[src/rtl/load_data.sv]
// load_data: reads one 64-byte line from the system bus as 8 response beats.
// Ports: clk/reset, enable+addr start, arbiter req/grant, bus req/resp, ready+data.
module load_data #(
    parameter int BUS_DATA_WIDTH = 64,
    parameter int BUS_TAG_WIDTH  = 13
) (
    input  logic                        clk,
    input  logic                        reset,
    input  logic                        enable,
    input  logic [63:0]                 addr,
    input  logic                        abtr_grant,
    output logic                        abtr_reqcyc,
    output logic                        bus_busy,
    output logic                        main_bus_reqcyc,
    input  logic                        main_bus_reqack,
    output logic [BUS_DATA_WIDTH-1:0]   main_bus_req,
    output logic [BUS_TAG_WIDTH-1:0]    main_bus_reqtag,
    input  logic                        main_bus_respcyc,
    input  logic [BUS_DATA_WIDTH-1:0]   main_bus_resp,
    output logic                        main_bus_respack,
    output logic                        ready,
    output logic [8*BUS_DATA_WIDTH-1:0] data
);

    localparam logic       SYSBUS_READ   = 1'b1;
    localparam logic [3:0] SYSBUS_MEMORY = 4'h1;
    localparam logic [BUS_TAG_WIDTH-1:0] READ_TAG =
        BUS_TAG_WIDTH'({SYSBUS_READ, SYSBUS_MEMORY, 8'h00});

    typedef enum logic [2:0] {
        S_IDLE,
        S_ARB,
        S_ADDR,
        S_RESP,
        S_READY
    } state_t;

    state_t state_q;
    state_t state_d;

    logic [57:0] line_q;
    logic [2:0]  cnt_q;
    logic [8*BUS_DATA_WIDTH-1:0] data_q;

    logic start;
    logic beat;

    // Only the line base is kept; the byte offset inside the line is dropped.
    logic unused_offset;
    assign unused_offset = ^addr[5:0];

    always_ff @(posedge clk or negedge reset) begin
        if (!reset) begin
            state_q <= S_IDLE;
        end else begin
            state_q <= state_d;
        end
    end

    always_comb begin
        state_d          = state_q;
        abtr_reqcyc      = 1'b0;
        bus_busy         = 1'b0;
        main_bus_reqcyc  = 1'b0;
        main_bus_req     = '0;
        main_bus_reqtag  = '0;
        main_bus_respack = 1'b0;
        ready            = 1'b0;
        start            = 1'b0;
        beat             = 1'b0;
        unique case (state_q)
            S_IDLE: begin
                if (enable) begin
                    start   = 1'b1;
                    state_d = S_ARB;
                end
            end
            S_ARB: begin
                abtr_reqcyc = 1'b1;
                if (abtr_grant) begin
                    state_d = S_ADDR;
                end
            end
            S_ADDR: begin
                abtr_reqcyc     = 1'b1;
                bus_busy        = 1'b1;
                main_bus_reqcyc = 1'b1;
                main_bus_req    = {line_q, 6'b0};
                main_bus_reqtag = READ_TAG;
                if (main_bus_reqack) begin
                    state_d = S_RESP;
                end
            end
            S_RESP: begin
                abtr_reqcyc      = 1'b1;
                bus_busy         = 1'b1;
                main_bus_respack = main_bus_respcyc;
                beat             = main_bus_respcyc;
                // Leave on the eighth accepted beat so the counter never wraps in use.
                if (main_bus_respcyc && cnt_q == 3'd7) begin
                    state_d = S_READY;
                end
            end
            S_READY: begin
                ready = 1'b1;
                if (enable) begin
                    start   = 1'b1;
                    state_d = S_ARB;
                end
            end
            default: begin
                state_d = S_IDLE;
            end
        endcase
    end

    always_ff @(posedge clk or negedge reset) begin
        if (!reset) begin
            line_q <= '0;
            cnt_q  <= '0;
        end else if (start) begin
            line_q <= addr[63:6];
            cnt_q  <= '0;
        end else if (beat) begin
            cnt_q <= cnt_q + 3'd1;
        end
    end

    always_ff @(posedge clk or negedge reset) begin
        if (!reset) begin
            data_q <= '0;
        end else if (beat) begin
            for (int i = 0; i < 8; i++) begin
                if (cnt_q == 3'(i)) begin
                    data_q[i*BUS_DATA_WIDTH +: BUS_DATA_WIDTH] <= main_bus_resp;
                end
            end
        end
    end

    assign data = data_q;

endmodule

[config.mk]
export PLATFORM = sky130hd
export DESIGN_NAME = load_data
export DESIGN_NICKNAME = d
export VERILOG_FILES = /design/src/rtl/load_data.sv
export SDC_FILE = /design/constraint.sdc
export NUM_CORES = 1
export LEC_CHECK = 0
export ABC_AREA = 0
export CAP_MARGIN = 20
export CORE_AREA = 8 8 277 279
export DETAILED_ROUTE_END_ITERATION = 8
export DIE_AREA = 0 0 285 287
export RECOVER_POWER = 100
export SKIP_LAST_GASP = 1
export SYNTH_ARGS = -nofsm -noshare
export SYNTH_HDL_FRONTEND = slang
export SYNTH_SLANG_ARGS = --single-unit
[constraint.sdc]
create_clock -name clk -period 2.6 [get_ports clk]
set_input_delay 0.52 -clock clk [delete_from_list [all_inputs] [get_ports clk]]
set_output_delay 0.52 -clock clk [all_outputs]
set_load 0.01 [all_outputs]
Word level (Yosys, flattened, before mapping)
Cells that the tools add are included.
- register bits after elaboration: 576
- bits in latches: 0
- bits in writable memories: 0
- memory bits (read-only): 0
- output and inout port bits: 594
- logic and storage cells: 59
- memories kept: 0
- $add $sub $neg: 1
- multipliers: 0
- div/mod/pow operators: 0
- $lt $le $gt $ge: 0
- equality and inequality tests: 15
- shift-type cells: 0
- muxes and demuxes: 16
- bitwise operators: 0
- reductions and logical operators: 16
- operator list (kind ; count):
    64-bit 2-to-1 mux ; 1
    3-bit 2-to-1 mux ; 6
    2-bit AND reduction ; 8
    3-bit == test (second input constant) ; 5
    13-bit 2-to-1 mux ; 1
    3-bit by 2-bit == test with 1-bit output (second input constant) ; 4
    3-bit one-hot mux with 4 select lines ; 1
    1-bit 2-to-1 mux ; 7
    3-bit by 1-bit == test with 1-bit output (second input constant) ; 2
    3-bit zero test ; 2
    2-bit != test (second input constant) ; 3
    4-bit AND reduction ; 1
    2-bit OR reduction ; 2
    3-bit by 1-bit adder with 3-bit output (second input constant) ; 1
    3-bit OR reduction ; 1
    2-bit by 1-bit != test with 1-bit output (second input constant) ; 1
    2-bit nonzero test ; 1
    1-bit logical AND ; 1

Longest topological paths before layout
- word-level depth: 4
- gate-level depth with buffers: 6
- depth with buffers taken out: 5

Worst setup path before layout
OpenSTA, ideal clock, no wires.
- path kind: register -> output
- start point: register state_q[2]
- end point: output port main_bus_req[12]
- arrival: 1.590 ns
- slack: 0.490 ns
- stages on the path, launching flop included: 7
- cell sequence: dfrtp_1 buf_2 nor2b_1 and2b_1 clkbuf_1 clkbuf_1 and2_1
- cells in the longest elaborated chain, start to end: 2
- ends and longest elaborated chain (item ; RTL line ; text):
    start, declared ; 38 ; state_t state_q;
    start signal, assigned ; 56 ; state_q <= state_d;
    3-bit by 2-bit == test with 1-bit output ; 71 ; unique case (state_q)
    64-bit 2-to-1 mux ; 71 ;
    end, declared ; 16 ; output logic [BUS_DATA_WIDTH-1:0] main_bus_req,
Every way passes these cells.

Worst setup path after layout
- start point: register state_q[1]
- end point: output port main_bus_req[17]
The elaborated chain is that of the path after synthesis.

==> impl_metrics.env <==
export IMPL_avgSynthCellArea_um2=16.65
export IMPL_outcome="finished, violations left"
export IMPL_grt_start_max_net_pins=89
export IMPL_fin_crit_sh_pct=101.7
export IMPL_cts_tree="built"
export IMPL_hp_start="data[325]"
export IMPL_min_period_ps=2644
export IMPL_slew_viol_final=56
export IMPL_crit_path_end_kind="output port"
export IMPL_drc=0
export IMPL_violations="max-capacitance violations, max-slew violations, negative setup slack"
export IMPL_report_final_hold_viol_count=0
export IMPL_rows=99
export IMPL_cp_slowest_cell="dfrtp_1"
export IMPL_power_leakage_uw=0.01483
export IMPL_finalWorstSetupSlack_ps=-43.90
export IMPL_num_io_pins=728
export IMPL_cp_max_fo=15
export IMPL_die_w_um=285
export IMPL_antenna_found_initial=4
export IMPL_crit_path_max_incr_delay_ps=370
export IMPL_crit_chain="nor2b_2, and2b_2, buf_4, clkbuf_16, and2_1, dlygate4sd2_1"
export IMPL_yosysSeqAreaShare_pct=64.86
export IMPL_grt_busiest_layer="met2"
export IMPL_vias=14110
export IMPL_core_mm2=0.07234
export IMPL_relSlewSlack_pct=-27.68
export IMPL_final_util_pct=44.75
export IMPL_use_met1_pct=19.08
export IMPL_drt_iter0_markers=376
export IMPL_routed_wl_um=72480
export IMPL_cts_buffers_inserted=67
export IMPL_clock_sinks=576
export IMPL_worst_pin_slew_ps=1915
export IMPL_place_gp_congestion=0.7821
export IMPL_cp_start_kind="register"
export IMPL_synth_edf_count=0
export IMPL_use_met2_pct=29.96
export IMPL_wl_per_cell_um=23.36
export IMPL_arrival_ps=2120
export IMPL_ys_ff_latch=576
export IMPL_drv_cap=1
export IMPL_cts_htree_levels=3
export IMPL_setup_viol=15
export IMPL_crit_start="state_q[1]"
export IMPL_port_buffers=704
export IMPL_syn_inst=1335
export IMPL_initial_core_util_pct=30.72
export IMPL_die_h_um=287
export IMPL_cts_root_buf="clkbuf_16"
export IMPL_dieArea_mm2=0.08180
export IMPL_nNetsFinal=2230
export IMPL_drive_above_1_share_pct=35.39
export IMPL_crit_type="reg2out"
export IMPL_track_usage_pct=17.13
export IMPL_grt_pass1_wl_um=106700
export IMPL_clk_latency_ps=600
export IMPL_max_freq_ghz=0.3782
export IMPL_ys_warn_count=0
export IMPL_cp_required_ps=2080
export IMPL_syn_to_final_growth_pct=45.69
export IMPL_dp_final_hpwl_um=51180
export IMPL_fin_skew_ps=27.47
export IMPL_grt_ovfl_total=0
export IMPL_synthFlopType="dfrtp_1"
export IMPL_drtPass1Iterations=4
export IMPL_synthArstFlopShare_pct=100.0
export IMPL_clkTransAtPathRegs_ps=60
export IMPL_use_met3_pct=5.856
export IMPL_cts_buffer_depth=3
export IMPL_nFillCells=6508
export IMPL_drtAntennaViolNets=0
export IMPL_grt_pass1_vias=15730
export IMPL_ys_types=30
export IMPL_vdd_drop_max_uv=636.2
export IMPL_r2r_start="state_q[2]"
export IMPL_hold_slack_ps=493.3
export IMPL_synth_area_mm2=0.02222
export IMPL_power_density_mw_per_mm2=1285
export IMPL_vias_per_cell=4.549
export IMPL_min_path_type="reg2reg"
export IMPL_rsz0062_at_grt="true"
[repair_timing]
action	in CTS	in global routing
endpoints found under the hold margin	43	0
pin swaps	0	0
cloned	1	1
endpoints found under the setup margin	62	44
hold buffers	1	0
resized for setup	98	45
setup buffers	2	5
[placed cells by master, fill, tap and decap left out, types with 6 or more instances in the layout]
master	instances
clkbuf_8	11
mux2_1	10
dlygate4sd2_1	23
dfrtp_1	576
dlygate4sd3_1	514
clkinv_2	18
conb_1	17
buf_4	13
ha_1	6
mux2_2	561
and2_1	58
clkbuf_16	70
clkbuf_1	13
clkbuf_4	11
clkbuf_2	33
clkdlybuf4s50_1	127
dlymetal6s2s_1	7
buf_2	12
[where the power goes]
group | total [µW] | leakage [µW] | internal [µW] | switching, µW
logic | 16900 | 0.00666 | 9490 | 7410
clock network | 9330 | 0.00111 | 5510 | 3820
registers | 15400 | 0.00706 | 13300 | 2070
total | 41600 | 0.0148 | 28300 | 13300
[through the flow]
step / setup WS (ps) / setup TNS [ps] / instance area [µm²] / power [µW] / std cells
after global routing: -139.6 / -9071 / 32370 / 43980 / 3101
after global placement: 122.1 / 0 / 30470 / 34110 / 2970
final: -43.90 / -505.8 / 32370 / 41590 / 3102
after CTS: -215.5 / -1435 / 32740 / 44170 / 3092
after detailed placement: 118.5 / 0 / 30470 / 34560 / 2970
after floorplan: 490.0 / 0 / 22280 / 22960 / 1351
[routing by layer]
metal,up-vias,part of all wire (%)
li1,6202,-
met1,7311,38
met2,474,51
met3,123,7.8
met4,0,3.5
met5,-,0
[worst paths after layout]
kind / to / slack, ps / cells past startpoint
max: main_bus_req[17] / -40 / 6
min: data[325] / 490 / 1
max reg2reg: data[486] / 140 / 7
min reg2reg: data[325] / 490 / 1
max in group asynchronous: data[133] / 200 / 3
min in group asynchronous: data[370] / 1000 / 2
[worst max-delay path: cells and delay by family, from the launching register on]
family	cells	cell delay (ps)
buf+inv	3	620
flops	1	370
simple gates	3	540
[sequential cells by signal, indices dropped and copies added (netlist names)]
signal   flops
data       512
cnt_q        3
line_q      58
state_q      3
[layout make-up]
| type | instances | area, µm² | share of cell area [%] |
|---|---|---|---|
| antenna | 4 | 10.01 | 0.03092 |
| clock buffer | 88 | 1898 | 5.863 |
| sequential | 576 | 14410 | 44.52 |
| multi-input combinational | 684 | 7159 | 22.11 |
| inverter | 4 | 15.01 | 0.04638 |
| tap | 959 | 1200 | 3.706 |
| clock inverter | 30 | 322.8 | 0.9971 |
| timing repair buffer | 757 | 7356 | 22.72 |
[cell families (layout without fill, tap and decap cells)]
logic type                 count (synthesis)  in the layout  share of synthesized area (%)
other                                      1             21                        0.01688
and+or+nand+nor                           81             81                          2.399
adders and majority gates                  6              6                         0.3378
muxes                                    572            572                          28.98
buffers and inverters                     91            879                          3.108
DFF                                      576            576                          64.86
AOI/OAI and AO/OA                          8              8                         0.2928
[cells in the mapped netlist, drive strengths merged, types with 2 or more instances]
master / instances / area (µm²)
and3: 3 / 18.77
mux2: 571 / 6430
nor2b: 2 / 12.51
inv: 4 / 15.01
and2: 59 / 369.1
dfrtp: 576 / 14410
a22o: 3 / 26.28
clkbuf: 6 / 22.52
nand2: 3 / 16.26
nand3: 2 / 35.03
and4b: 2 / 20.02
nor2: 5 / 18.77
buf: 81 / 653.1
ha: 6 / 75.07
(Power assumes the default switching activity.)
